[src/rtl/macc_pkg.sv]
// Shared definitions for the radix-4 Booth MACC sequencer: FSM states,
// Booth digit codes and the digit-count helper.
package macc_pkg;

    typedef enum logic [1:0] {
        IDLE = 2'd0,
        ITER = 2'd1,
        ACC  = 2'd2,
        DONE = 2'd3
    } state_t;

    typedef enum logic [2:0] {
        ZERO = 3'd0,
        P1   = 3'd1,
        P2   = 3'd2,
        M1   = 3'd3,
        M2   = 3'd4
    } digit_t;

    localparam int W_DEFAULT = 8;
    localparam int NDIG      = W_DEFAULT / 2;

    function automatic int ndig(input int w);
        return w / 2;
    endfunction

    // Radix-4 Booth recoding of the triplet {b[2i+1], b[2i], b[2i-1]}.
    function automatic digit_t booth_digit(input logic [2:0] bits);
        digit_t d;
        case (bits)
            3'b001, 3'b010: d = P1;
            3'b011:         d = P2;
            3'b100:         d = M2;
            3'b101, 3'b110: d = M1;
            default:        d = ZERO;
        endcase
        return d;
    endfunction

endpackage

[src/rtl/booth_r4_pp_sel.sv]
// Booth partial-product selector: magnitude (A or 2A, sign-extended to 2W),
// negate flag for the adder carry-in, and a zero flag.
module booth_r4_pp_sel
    import macc_pkg::*;
#(
    parameter int W = 8
) (
    input  logic [2:0]     bits,
    input  logic [W-1:0]   a,
    output logic [2*W-1:0] mag,
    output logic           neg,
    output logic           zero
);

    logic [2*W-1:0] a_ext;
    digit_t         digit;

    assign a_ext = (2*W)'($signed(a));
    assign digit = booth_digit(bits);

    always_comb begin
        mag  = '0;
        neg  = 1'b0;
        zero = 1'b0;
        case (digit)
            P1: mag = a_ext;
            P2: mag = a_ext << 1;
            M1: begin
                mag = a_ext;
                neg = 1'b1;
            end
            M2: begin
                mag = a_ext << 1;
                neg = 1'b1;
            end
            default: zero = 1'b1;
        endcase
    end

endmodule

[src/rtl/booth_r4_macc_ctrl.sv]
// Radix-4 Booth multiply-accumulate sequencer: one digit per cycle into a
// 2W product, then a wrapping signed accumulate with sticky overflow.
module booth_r4_macc_ctrl
    import macc_pkg::*;
#(
    parameter int W     = 8,
    parameter int ACC_W = 20
) (
    input  logic             clk,
    input  logic             rst_n,
    input  logic             in_valid,
    output logic             in_ready,
    input  logic [W-1:0]     in_a,
    input  logic [W-1:0]     in_b,
    input  logic             in_clr,
    output logic             out_valid,
    input  logic             out_ready,
    output logic [ACC_W-1:0] out_acc,
    output logic             acc_ovf,
    output logic             busy
);

    localparam int ND    = ndig(W);
    localparam int CNT_W = (ND > 1) ? $clog2(ND) : 1;

    state_t             state_reg, state_next;
    logic [W-1:0]       a_reg, b_reg;
    logic               clr_reg;
    logic [2*W-1:0]     prod_reg, prod_next;
    logic [CNT_W-1:0]   cnt_reg;
    logic [ACC_W-1:0]   acc_reg, acc_next;
    logic               ovf_reg, ovf_next;

    logic [W:0]         b_ext, b_shifted;
    logic [2*W-1:0]     pp_mag, pp_term, pp_addend;
    logic               pp_neg, pp_zero;
    logic [ACC_W-1:0]   acc_base, prod_ext, acc_sum;
    logic               last_digit;

    // b[-1] is the implicit zero below the LSB; each digit advances two bits.
    assign b_ext     = {b_reg, 1'b0};
    assign b_shifted = b_ext >> {cnt_reg, 1'b0};

    booth_r4_pp_sel #(.W(W)) u_pp_sel (
        .bits (b_shifted[2:0]),
        .a    (a_reg),
        .mag  (pp_mag),
        .neg  (pp_neg),
        .zero (pp_zero)
    );

    assign pp_term    = (pp_mag ^ {(2*W){pp_neg}}) + {{(2*W-1){1'b0}}, pp_neg};
    assign pp_addend  = pp_zero ? '0 : (pp_term << {cnt_reg, 1'b0});
    assign last_digit = (cnt_reg == CNT_W'(ND - 1));

    assign acc_base = clr_reg ? '0 : acc_reg;
    assign prod_ext = ACC_W'($signed(prod_reg));
    assign acc_sum  = acc_base + prod_ext;

    always_comb begin
        state_next = state_reg;
        prod_next  = prod_reg;
        acc_next   = acc_reg;
        ovf_next   = ovf_reg;
        case (state_reg)
            IDLE: if (in_valid) state_next = ITER;
            ITER: begin
                prod_next = prod_reg + pp_addend;
                if (last_digit) state_next = ACC;
            end
            ACC: begin
                acc_next   = acc_sum;
                // Signed overflow: operands agree in sign, result does not.
                ovf_next   = ovf_reg |
                             ((acc_base[ACC_W-1] == prod_ext[ACC_W-1]) &&
                              (acc_sum[ACC_W-1] != acc_base[ACC_W-1]));
                state_next = DONE;
            end
            DONE: if (out_ready) state_next = IDLE;
            default: state_next = IDLE;
        endcase
    end

    always_ff @(posedge clk or negedge rst_n) begin
        if (!rst_n) begin
            state_reg <= IDLE;
            a_reg     <= '0;
            b_reg     <= '0;
            clr_reg   <= 1'b0;
            prod_reg  <= '0;
            cnt_reg   <= '0;
            acc_reg   <= '0;
            ovf_reg   <= 1'b0;
        end else begin
            state_reg <= state_next;
            acc_reg   <= acc_next;
            ovf_reg   <= ovf_next;
            if (state_reg == IDLE && in_valid) begin
                a_reg    <= in_a;
                b_reg    <= in_b;
                clr_reg  <= in_clr;
                prod_reg <= '0;
                cnt_reg  <= '0;
            end else begin
                prod_reg <= prod_next;
                if (state_reg == ITER) cnt_reg <= cnt_reg + CNT_W'(1);
            end
        end
    end

    assign in_ready  = (state_reg == IDLE);
    assign out_valid = (state_reg == DONE);
    assign busy      = (state_reg != IDLE);
    assign out_acc   = acc_reg;
    assign acc_ovf   = ovf_reg;

endmodule

[config.mk]
export PLATFORM = sky130hd
export DESIGN_NAME = booth_r4_macc_ctrl
export DESIGN_NICKNAME = d
export VERILOG_FILES = /design/src/rtl/macc_pkg.sv /design/src/rtl/booth_r4_pp_sel.sv /design/src/rtl/booth_r4_macc_ctrl.sv
export SDC_FILE = /design/constraint.sdc
export NUM_CORES = 1
export LEC_CHECK = 0
export CORE_ASPECT_RATIO = 0.8
export CORE_MARGIN = 2
export CORE_UTILIZATION = 40
export CTS_CLUSTER_DIAMETER = 150
export DETAILED_ROUTE_END_ITERATION = 8
export DONT_BUFFER_PORTS = 1
export REMOVE_ABC_BUFFERS = 1
export SETUP_SLACK_MARGIN = 0.4
export SLEW_MARGIN = 10
export SYNTH_ARGS = -nofsm -noshare
export SYNTH_HDL_FRONTEND = slang
export SYNTH_HIERARCHICAL = 1
export SYNTH_SLANG_ARGS = --single-unit
export TNS_END_PERCENT = 30
[constraint.sdc]
create_clock -name clk -period 10.1 [get_ports clk]
set_input_delay 0.505 -clock clk [delete_from_list [all_inputs] [get_ports clk]]
set_output_delay 0.505 -clock clk [all_outputs]
set_load 0.01 [all_outputs]
==> impl_metrics.tcl <==
set metrics [dict create \
    outcome "finished, final reports clean" \
    synth-simple-area-share_pct 20.92 \
    io_buffers 0 \
    core-area_um2 12820 \
    die_h_um 106.3 \
    min_period_ns 6.941 \
    synthMuxAreaShare_pct 8.473 \
    grt-ovfl-total 0 \
    drv_cap 0 \
    antenna_found_initial 0 \
    synth_cell_types 68 \
    drt_wl_total_mm 11.31 \
    fin_tns_setup_ns 0 \
    ctsResizeCount 0 \
    drc_errors 0 \
    ys_seq_elements 58 \
    synth_xor_area_share_pct 8.234 \
    path_clk_slew_ns 0.06 \
    dr.first_iter.drc_count 312 \
    rows 37 \
    use_met1_pct 23.75 \
    clock_latency_ns 0.34 \
    synth_area_leaders "dfrtp_1 28%, ha_1 11%, nand2_1 5.9%" \
    cp.arrival_ns 7.22 \
    async_flop_share_pct 100.0 \
    drtAntennaViolNets 0 \
    criticalPathCategory "reg2reg" \
    first_pass_iters 5 \
    syn_area_um2 5228 \
    use_met2_pct 27.04 \
    yosysTopAreaCell "dfrtp_1" \
    cp_num_buf_inv 0 \
    wire_per_inst_um 14.61 \
    synth_common_cells "82 x nand2_1, 58 x dfrtp_1, 57 x nor2_1, 45 x ha_1, 30 x nor2b_1" \
    drive_above_1_share_pct 7.846 \
    cp_max_fo 35 \
    gp_congestion 0.8258 \
    start_kind "flip-flop" \
    tightest_slew_ns 1.020 \
    max_freq_mhz 144.1 \
    grt_pass1_wl_mm 19.80 \
    clock_path_buffers 2 \
    met3_usage_pct 4.387 \
    postSynthCellCount 609 \
    grt_pass1_vias 4184 \
    die_w_um 131.8 \
    whs_ns 0.02046 \
    path_delay_family "compound AO/OA/AOI/OAI gates" \
    timing.final.max_slew_violations 0 \
    cts_made_buffers 9 \
    critical-path-max-stage-delay_ns 0.97 \
    area_growth_pct 8.784 \
    clock_sinks 58 \
    largest_reg_flops 20 \
    period_share_pct 68.72 \
    cpMostUsedCell "ha_1" \
    h-tree-depth 3 \
    hold_viol 0 \
    worst_path_max_delay_cell "dfrtp_1" \
    crit_chain "mux2_2 > a22o_1 > ha_1 > nor2_1 > xnor2_1 > a21o_2 > ha_1 > nor4bb_1 > o22ai_1 > o31ai_1 > nand3_1 > xor2_1 > nor2_1 > a211o_1 > a21oi_1 > ha_1 > a21oi_1 > nor2b_1 > a311o_1 > or4b_1 > a211o_1 > nand2_1" \
    antenna_cells 0 \
    syn_avg_cell_area_um2 8.584 \
    finClkSkew_ns 0.007479 \
    place_hpwl_mm 8.234 \
    synth_most_common_cell "nand2_1" \
    fin_util_pct 44.35 \
    ios 45 \
    grt_max_degree 59 \
    seq_area_frac_synth_pct 27.76 \
    vias 4233 \
    synth_ff_type "dfrtp_1" \
    grtUsageTotal_pct 17.22 \
    post-place-cells 757 \
    die_area_um2 14000 \
    final_cells 774 \
    synth_compound_area_share_pct 18.67 \
    slew_headroom_pct 31.97 \
    clockRootBuffer "clkbuf_16" \
    setup_viol 0 \
    synth_top_area_share_pct 27.76 \
    top_usage_layer "met2" \
    synth_adder_area_share_pct 11.54 \
    hold_class "in2async" \
    viasPerCell 5.469 \
    initial_core_util_pct 40.76 \
    nNetsFinal 662 \
    yosysWarnings 6 \
    synth_top_family_by_area "simple AND/OR/NAND/NOR gates" \
    synth_edf_count 0 \
    rsz0062_at_grt "no" \
    cp-end-kind "flip-flop" \
    cp.required_ns 10.37 \
    tritoncts "done" \
]
## worst register-to-register path, stage by stage (launching register included)
cell and delay [ns]:
dfrtp_1 0.97, mux2_2 0.43, a22o_1 0.27, ha_1 0.25, nor2_1 0.21, xnor2_1 0.16
a21o_2 0.55, ha_1 0.30, nor4bb_1 0.35, o22ai_1 0.31, o31ai_1 0.46, nand3_1 0.16
xor2_1 0.15, nor2_1 0.06, a211o_1 0.29, a21oi_1 0.21, ha_1 0.31, a21oi_1 0.15
nor2b_1 0.06, a311o_1 0.33, or4b_1 0.50, a211o_1 0.31, nand2_1 0.06
## cell type report
type | instances | area (um^2)
Fill cell | 1267 | 7137
Multi-Input combinational cell | 497 | 3548
Sequential cell | 58 | 1451
Clock buffer | 10 | 239.0
Tap cell | 175 | 219.0
Inverter | 24 | 90.09
Clock inverter | 6 | 88.84
Timing Repair Buffer | 4 | 50.05
## metrics by stage
stage               area [um^2]  setup WS (ns)
floorplan                  5087          3.848
global placement           5331          3.431
detailed placement         5331          3.267
CTS                        5687          3.238
global route               5687          2.551
finish                     5687          3.159
## placed cells by master (no fill, tap or decap), types with 3 or more instances in the layout
| cell | count |
|---|---|
| nand2_1 | 82 |
| mux2_2 | 14 |
| nor2_1 | 56 |
| xor2_1 | 16 |
| o21ai_1 | 3 |
| nor2b_1 | 30 |
| and3b_1 | 3 |
| ha_1 | 45 |
| o31ai_1 | 8 |
| nand3_1 | 6 |
| o22ai_1 | 3 |
| or4b_1 | 3 |
| a211oi_1 | 13 |
| a22o_1 | 8 |
| o211ai_1 | 4 |
| a211o_1 | 6 |
| nor3_1 | 14 |
| and2_1 | 5 |
| dfrtp_1 | 58 |
| nor3b_1 | 4 |
| inv_1 | 23 |
| o21a_1 | 8 |
| a21oi_1 | 27 |
| o21ai_0 | 17 |
| a21o_1 | 11 |
| o21bai_1 | 4 |
| buf_4 | 3 |
| clkbuf_16 | 9 |
| nor4_1 | 3 |
| xnor2_1 | 28 |
| nand2b_1 | 3 |
| mux2i_1 | 24 |
## cell families (layout without fill, tap and decap cells)
| logic type | count (synthesis) | in the layout |
|---|---|---|
| compound gates | 138 | 138 |
| xor+xnor | 46 | 46 |
| fa+ha+maj | 47 | 47 |
| buf+inv | 54 | 44 |
| flops | 58 | 58 |
| mux | 40 | 40 |
| simple gates | 226 | 226 |
## metal layers
layer,up-vias,wire (um)
li1,2136,-
met1,2022,5713
met2,65,5042
met3,10,441
met4,0,115
met5,-,0
## worst paths after layout
kind,start,to,slack (ns),cells past startpoint
setup / recovery,cnt_reg[1],prod_reg[15],3.16,22
hold / removal,rst_n,out_acc[16],0.02,1
setup reg to reg,cnt_reg[1],prod_reg[15],3.16,22
hold reg to reg,b_reg[6],b_reg[6],0.48,2
max in group asynchronous,rst_n,a_reg[7],9.80,1
min in group clk,in_b[5],b_reg[5],0.27,2
## what timing repair did
action,CTS,global route
hold endpoints to repair,58,0
hold buffers,1,0
buffers inserted,0,0
Power is not shown: default switching activity piles up to over one toggle a cycle in this logic, so the estimate is an artifact.
